<file path="src/rtl/ccc_pll_ctrl_pkg.sv">
// ccc_pll_ctrl_pkg: shared state encoding, APB widths and request record for ccc_pll_ctrl
package ccc_pll_ctrl_pkg;
  localparam int APB_ADDR_W = 6;
  localparam int APB_DATA_W = 8;
  typedef enum logic [2:0] {ARST, WAIT_LOCK, RUN, ERROR, LOST, SETUP, ACCESS} state_e;
  typedef struct packed {
    logic                  write;
    logic [APB_ADDR_W-1:0] addr;
    logic [APB_DATA_W-1:0] wdata;
  } req_t;
endpackage

</file>
<file path="src/rtl/ccc_lock_monitor.sv">
// ccc_lock_monitor: 2-flop LOCK synchroniser plus consecutive-high stable counter
module ccc_lock_monitor #(
  parameter int LOCK_STABLE_CYCLES = 1024,
  parameter int CNT_W              = 17
) (
  input  logic clk,
  input  logic rst,
  input  logic ccc_lock,
  input  logic en,
  output logic lock_s,
  output logic lock_stable
);
  logic [1:0]       sync_q, sync_d;
  logic [CNT_W-1:0] stab_q, stab_d;
  assign lock_s      = sync_q[1];
  assign lock_stable = en && lock_s && (stab_q >= CNT_W'(LOCK_STABLE_CYCLES - 1));
  always_comb begin
    sync_d = {sync_q[0], ccc_lock};
    stab_d = (en && lock_s) ? (lock_stable ? stab_q : stab_q + CNT_W'(1)) : '0;
  end
  always_ff @(posedge clk) begin
    if (rst) begin
      sync_q <= '0;
      stab_q <= '0;
    end else begin
      sync_q <= sync_d;
      stab_q <= stab_d;
    end
  end
endmodule

</file>
<file path="src/rtl/ccc_pll_ctrl.sv">
// ccc_pll_ctrl: CCC/PLL reset-lock sequencer and APB reconfiguration master.
// Define CCC_PLL_CTRL_AUTO_RELOCK_EN to retry via ARST on lock loss or timeout.
module ccc_pll_ctrl
  import ccc_pll_ctrl_pkg::*;
#(
  parameter int ARST_CYCLES         = 16,
  parameter int LOCK_STABLE_CYCLES  = 1024,
  parameter int LOCK_TIMEOUT_CYCLES = 65536,
  parameter int CNT_W               = 17
) (
  input  logic                  clk,
  input  logic                  rst,
  input  logic                  ccc_lock,
  input  logic                  ccc_busy,
  input  logic [APB_DATA_W-1:0] ccc_prdata,
  output logic                  pll_arst_n,
  output logic                  ccc_psel,
  output logic                  ccc_penable,
  output logic                  ccc_pwrite,
  output logic [APB_ADDR_W-1:0] ccc_paddr,
  output logic [APB_DATA_W-1:0] ccc_pwdata,
  input  logic                  req_valid,
  output logic                  req_ready,
  input  logic                  req_write,
  input  logic [APB_ADDR_W-1:0] req_addr,
  input  logic [APB_DATA_W-1:0] req_wdata,
  output logic                  rsp_valid,
  output logic [APB_DATA_W-1:0] rsp_rdata,
  input  logic                  relock,
  output logic                  locked,
  output logic                  lock_err,
  output logic                  sys_rst
);
`ifdef CCC_PLL_CTRL_AUTO_RELOCK_EN
  localparam state_e LOSS_ST = ARST;
  localparam state_e TMO_ST  = ARST;
`else
  localparam state_e LOSS_ST = LOST;
  localparam state_e TMO_ST  = ERROR;
`endif
  state_e                state_q, state_d, ret_q, ret_d, home;
  logic [CNT_W-1:0]      cnt_q, cnt_d;
  logic                  pend_q, pend_d, lock_err_q, lock_err_d, rsp_valid_q, rsp_valid_d;
  logic [APB_DATA_W-1:0] rdata_q, rdata_d;
  req_t                  req_q, req_d;
  logic                  lock_s, lock_stable, fire;
  ccc_lock_monitor #(.LOCK_STABLE_CYCLES(LOCK_STABLE_CYCLES), .CNT_W(CNT_W)) u_mon (
    .clk(clk), .rst(rst), .ccc_lock(ccc_lock), .en(state_q == WAIT_LOCK),
    .lock_s(lock_s), .lock_stable(lock_stable)
  );
  // during a transfer the visible reset/lock status belongs to the state that launched it
  assign home        = (state_q == SETUP || state_q == ACCESS) ? ret_q : state_q;
  assign pll_arst_n  = home != ARST;
  assign locked      = home == RUN;
  assign sys_rst     = home != RUN;
  assign lock_err    = lock_err_q;
  assign req_ready   = (state_q inside {RUN, ERROR, LOST}) && !ccc_busy && !pend_q;
  assign fire        = req_valid && req_ready;
  assign ccc_psel    = state_q == SETUP || state_q == ACCESS;
  assign ccc_penable = state_q == ACCESS;
  assign ccc_pwrite  = req_q.write;
  assign ccc_paddr   = req_q.addr;
  assign ccc_pwdata  = req_q.wdata;
  assign rsp_valid   = rsp_valid_q;
  assign rsp_rdata   = rdata_q;
  always_comb begin
    state_d     = state_q;
    ret_d       = ret_q;
    lock_err_d  = lock_err_q;
    req_d       = req_q;
    rsp_valid_d = 1'b0;
    rdata_d     = rdata_q;
    case (state_q)
      ARST: state_d = (cnt_q == CNT_W'(ARST_CYCLES - 1)) ? WAIT_LOCK : ARST;
      WAIT_LOCK: begin
        if (lock_stable) begin
          state_d    = RUN;
          lock_err_d = 1'b0;
        end else if (cnt_q == CNT_W'(LOCK_TIMEOUT_CYCLES - 1)) begin
          state_d    = TMO_ST;
          lock_err_d = 1'b1;
        end
      end
      RUN, ERROR, LOST: begin
        if (fire) begin
          state_d = SETUP;
          ret_d   = state_q;
          req_d   = {req_write, req_addr, req_wdata};
        end else if (pend_q) state_d = ARST;
        else if (state_q == RUN && !lock_s) state_d = LOSS_ST;
      end
      SETUP: state_d = ACCESS;
      ACCESS: begin
        state_d     = ret_q;
        rsp_valid_d = 1'b1;
        rdata_d     = req_q.write ? '0 : ccc_prdata;
      end
      default: state_d = ARST;
    endcase
    cnt_d  = (state_d == state_q && (state_q == ARST || state_q == WAIT_LOCK)) ? cnt_q + CNT_W'(1) : '0;
    pend_d = (state_d == ARST || state_q == ARST || state_q == WAIT_LOCK) ? 1'b0 : pend_q | relock;
  end
  always_ff @(posedge clk) begin
    if (rst) begin
      state_q     <= ARST;
      ret_q       <= RUN;
      cnt_q       <= '0;
      pend_q      <= 1'b0;
      lock_err_q  <= 1'b0;
      rsp_valid_q <= 1'b0;
      rdata_q     <= '0;
      req_q       <= '0;
    end else begin
      state_q     <= state_d;
      ret_q       <= ret_d;
      cnt_q       <= cnt_d;
      pend_q      <= pend_d;
      lock_err_q  <= lock_err_d;
      rsp_valid_q <= rsp_valid_d;
      rdata_q     <= rdata_d;
      req_q       <= req_d;
    end
  end
endmodule

</file>
<file path="config.mk">
export PLATFORM = sky130hd
export DESIGN_NAME = ccc_pll_ctrl
export DESIGN_NICKNAME = d
export VERILOG_FILES = /design/src/rtl/ccc_pll_ctrl_pkg.sv /design/src/rtl/ccc_lock_monitor.sv /design/src/rtl/ccc_pll_ctrl.sv
export SDC_FILE = /design/constraint.sdc
export NUM_CORES = 1
export LEC_CHECK = 0
export CAP_MARGIN = 15
export CORE_MARGIN = 1
export CORE_UTILIZATION = 32
export DETAILED_ROUTE_END_ITERATION = 8
export GPL_ROUTABILITY_DRIVEN = 0
export GPL_TIMING_DRIVEN = 0
export PLACE_DENSITY = 0.6
export SYNTH_ARGS = -nofsm -noshare
export SYNTH_HDL_FRONTEND = slang
export SYNTH_SLANG_ARGS = --single-unit
</file>
<file path="constraint.sdc">
create_clock -name clk -period 3.1 [get_ports clk]
set_input_delay 0.465 -clock clk [delete_from_list [all_inputs] [get_ports clk]]
set_output_delay 0.465 -clock clk [all_outputs]
set_load 0.03 [all_outputs]
</file>
### Yosys cells after proc, flatten, opt, wreduce, memory -nomap -nowiden

Index checks and enable logic that the tools add are counted.

* word-level logic and storage cells: 66
* register bits after elaboration: 68
* input bits: 29

* bitwise gates (word level): 3
* add/subtract/negate cells: 2
* equality and inequality tests: 11
* $lt $le $gt $ge: 1
* multiplexer cells: 12
* reduce and logical (&&, ||, !) cells: 25

Operators with widths (count)
* $add 17x1->17 const B: 2
* $mux 3: 6
* $eq 17x16->1 const B: 1
* $eq 17x4->1 const B: 1
* $ge 17x10->1 const B: 1
* $pmux 3 s5: 1
* $eq 3x2->1 const B: 3
* $eq 3x3->1 const B: 3
* $mux 8: 1
* $logic_and 1x1->1: 7
* $logic_not 3->1: 2
* $reduce_bool 3->1: 2
* $reduce_or 2->1: 3
* $logic_or 1x1->1: 4
* $mux 1: 4
* $reduce_and 2->1: 2
* $eq 3x1->1 const B: 1
* $eq 3x3->1: 1
* $logic_not 1->1: 3
* $ne 3x2->1 const B: 1
* $reduce_or 3->1: 1
* $not 1->1: 2
* $reduce_bool 2->1: 1
* $or 1x1->1: 1

### Longest topological paths before layout

* depth in word-level cells: 11
* gate-level depth with buffers: 10
* depth with buffers taken out: 9

### Cells and area by module

From an unflattened synthesis, not the netlist that was laid out.

* cell total of the unflattened synthesis: 321
* area, all modules: 3052.9 µm²

By module, submodules not included
* ccc_pll_ctrl: area each 2243.4 µm², cells an instance 237, times used 1
* ccc_lock_monitor: area each 809.5 µm², cells an instance 84, times used 1

### Worst setup path after synthesis

No wires, ideal clock.

* path type: reg2out
* start point: reg state_q[0]
* end point: out locked
* data arrival time: 1.871 ns
* required time: 2.635 ns
* cell stages (with the launch flop): 7
* slack: 0.764 ns
* cell sequence: dfxtp_1 -> buf_2 -> nor2b_1 -> a21oi_1 -> or4b_2 -> o21a_1 -> inv_1

* word-level cells in the longest chain between the ends: 4

Ends and longest elaborated chain
* from (decl): RTL line ccc_pll_ctrl.sv:41 `state_e state_q, state_d, ret_q, ret_d, home;`
* from (signal assigned): RTL line ccc_pll_ctrl.sv:114 `state_q <= state_d;`
* $eq 3x3->1: RTL line ccc_pll_ctrl.sv:52 `assign home = (state_q == SETUP || state_q == ACCESS) ? ret_q : state_q;`
* $logic_or 1x1->1: RTL line ccc_pll_ctrl.sv:52
* $mux 3 (*): RTL line ccc_pll_ctrl.sv:52
* $eq 3x2->1 (*): RTL line ccc_pll_ctrl.sv:54 `assign locked = home == RUN;`
* to (decl): RTL line ccc_pll_ctrl.sv:30 `output logic locked,`

Every way passes the cells marked *; elsewhere a longest branch is shown, timed or not.

### Final worst setup path

* start point: reg state_q[0]
* end point: out sys_rst

* word-level cells in the longest chain between the ends: 4

Ends and longest elaborated chain
* $eq 3x3->1: RTL line ccc_pll_ctrl.sv:52
* $logic_or 1x1->1: RTL line ccc_pll_ctrl.sv:52
* $mux 3 (*): RTL line ccc_pll_ctrl.sv:52
* $ne 3x2->1 (*): RTL line ccc_pll_ctrl.sv:55 `assign sys_rst = home != RUN;`
* to (decl): RTL line ccc_pll_ctrl.sv:32 `output logic sys_rst`

Marks and branches as above.

==> run_results.csv <==
group,metric,value,unit
worst_setup_path,reg2reg_depth,10,
finish,fin_nets,406,
die,ios,60,
synth,yosysSeqAreaShare,46.9,%
clock_tree,clock_latency,340,ps
worst_setup_path,critPathMaxFanout,10,
die,die_x,97.3,um
power,powerDensity,459,nW/um^2
sta,fin_crit_sh,91.9,%
global_route,grt_max_degree,13,
synth,syn_avg_cell_area,9.55,um^2
drt,dr.pass1.iters,4,
clock_tree,h-tree-depth,3,
synth,postSynthCellCount,304,
clock_tree,clockBufferDepth,2,
drt,vias,2398,
die,coreArea,8760,um^2
die,num_rows,34,
worst_setup_path,cp.arrival,2380,ps
global_route,grt_pass1_vias,2440,
global_route,grtUsageTotal,14.6,%
worst_setup_path,worstSetupEndpointType,"primary output",
global_route,overflow,0,
synth,ys_ff_latch,68,
sta,tns,0,ps
sta,layout_setup_ws,252,ps
clock_tree,clock-sinks,68,
place,io_buffers,59,
finish,multi_input_area,1420,um^2
clock_tree,cts_made_buffers,9,
power,vdd_ir_drop_max,262,uV
synth,synthDistinctLibCells,46,
worst_setup_path,critical_path_class,"flop to primary output",
sta,finalCriticalPeriod,2850,ps
drt,postRouteAntennaNets,0,
sta,finalMaxSlewViolations,0,
synth,synth_warnings,0,
power,p_int,1.39,mW
finish,area_growth,32.6,%
place,dpl.hpwl,4660,um
worst_setup_path,worstPathRequired,2630,ps
drt,drt_iter0_drc,89,
drt,wirelength,6430,um
sta,worstMarginPinSlew,927,ps
finish,drive_above_1_share,10.6,%
synth,synth-main-ff-cell,"dfxtp_1",
sta,setup_violations,0,
sta,relSlewSlack,37.7,%
power,p_comb_share,3.5,%
place,dp_worst_setup_slack,222,ps
drt,via_per_inst,4.92,
finish,final_cell_mix,"dfxtp_1, clkdlybuf4s50_1, nor2_1",
power,p_sw_share,21.0,%
worst_setup_path,r2r-start,"cnt_q[0]",
min_path,min_path_type,"flop to flop",
min_path,min_from,"u_mon.sync_q[0]",
finish,nFillCells,870,
finish,antennaDiodeCount,0,
synth,synth_edf_count,0,
synth,syn_nets,336,
clock_tree,cts_root_buffer,"clkbuf_8",
flow_run,cap_violations,0,
power,power_leakage,1.49,nW
synth,syn_area,2900,um^2
die,die-area,9460,um^2
power,clock_power_share,46.6,%
drt,drt_drc_violations_left,0,
sta,max_freq,351,MHz
sta,rsz0062_at_grt,"no",
clock_tree,post_cts_buffers,0,
clock_tree,cts_tree,"yes",
worst_setup_path,timing.rr.end,"cnt_q[11]",
worst_setup_path,start_kind,"flop",
die,dieHeight,97.3,um
min_path,whs_path_depth,1,
min_path,worstHoldEndpoint,"u_mon.sync_q[1]",
clock_tree,clk_pin_slew,70,ps
run_status,outcome,"complete, no violations",
drt,wl_per_cell,13.2,um
sta,finalClockSkew,6.79,ps
global_route,antenna_found_initial,0,
power,switchingPower,372,uW
power,power_frac_seq,49.9,%
finish,seq_area,1360,um^2
global_route,grt_pass1_wl,11200,um
finish,layout.cells.most_common,"dfxtp_1",
worst_setup_path,regToRegSetupSlack,510,ps
die,start_util,33.1,%
sta,finalHoldViolations,0,
synth,async_flop_share,0,%
## how the worst max path moves through the flow
stage	to	start	slack, ps
after floorplan	locked	state_q[0]	760
after global placement	locked	state_q[0]	240
after detailed placement	locked	state_q[2]	220
after CTS	locked	state_q[0]	130
after global routing	sys_rst	state_q[0]	60
final	sys_rst	state_q[0]	250
## logic make-up (layout without fill, tap and decap cells)
| group | count (synthesis) | count (layout) | synth area share (%) |
|---|---|---|---|
| xor+xnor | 21 | 21 | 6.33 |
| compound gates | 35 | 35 | 9.09 |
| buf+inv | 23 | 98 | 4.39 |
| fa+ha+maj | 3 | 3 | 1.29 |
| flops | 68 | 68 | 46.9 |
| mux | 15 | 15 | 5.17 |
| simple gates | 139 | 139 | 26.8 |
## worst max-delay path: stages, from the launching register on
cell	delay, ps
dfxtp_1	350
buf_2	220
nor2b_1	260
a21oi_1	100
or4b_2	600
o21a_1	150
dlygate4sd2_1	360
## timing repair
item	CTS	global route
hold buffers	0	0
hold endpoints to repair	0	0
endpoints found under the setup margin	2	1
resized for setup	3	2
## per-stage QoR
stage / area, um^2 / total power [mW] / utilization (%) / std cells / hold slack (ps)
after floorplan: 2900 / 0.921 / - / 304 / 414
after global placement: 3630 / 0.964 / 41.4 / 471 / 429
after detailed placement: 3630 / 0.965 / 41.4 / 471 / 433
after CTS: 3850 / 1.79 / 44.0 / 487 / 447
after global routing: 3850 / 1.84 / 43.9 / 487 / 476
final: 3850 / 1.77 / 43.9 / 487 / 441
## cell usage after synthesis, drive strengths merged, types with 6 or more instances
cell type  number  area share [%]
a21oi           8             1.4
a22o            8             2.4
and2           10             2.2
buf             9             2.6
dfxtp          68              47
inv            11             1.4
mux2i          15             5.2
nand2          13             1.7
nand3          11             1.9
nor2           39             5.0
nor2b           6             1.3
nor3           29             6.7
nor4           12             3.0
xnor2          14             4.2
xor2            7             2.1
## layout make-up
class / count / share of cell area, %
multi-input combinational: 213 / 36.7
tap: 108 / 3.51
buffer: 12 / 2.27
timing repair buffer: 59 / 15.2
clock inverter: 5 / 2.21
sequential: 68 / 35.3
inverter: 11 / 1.07
clock buffer: 11 / 3.67
## power by group through the flow
stage	clock network, mW	registers, mW	logic [mW]
after CTS	0.844	0.882	0.0631
after global placement	0	0.902	0.0619
after global routing	0.888	0.882	0.0685
final	0.822	0.882	0.0620
after floorplan	0	0.901	0.0203
after detailed placement	0	0.902	0.0628
## registers in the layout (all words and copies together), names as in the netlist
name and count:
cnt_q 17, u_mon.stab_q 17, ccc_pwdata 8, rsp_rdata 8
ccc_paddr 6, ret_q 3, state_q 3, u_mon.sync_q 2
ccc_pwrite 1, lock_err 1, pend_q 1, rsp_valid 1
## layer usage
layer / GRT usage, % / part of all wire, %
met5: 0 / 0
met3: 4.96 / 5.1
met4: 4.75 / 0.89
met1: 18.0 / 48
met2: 23.9 / 47
No activity file was read; power rests on OpenSTA's default activity.
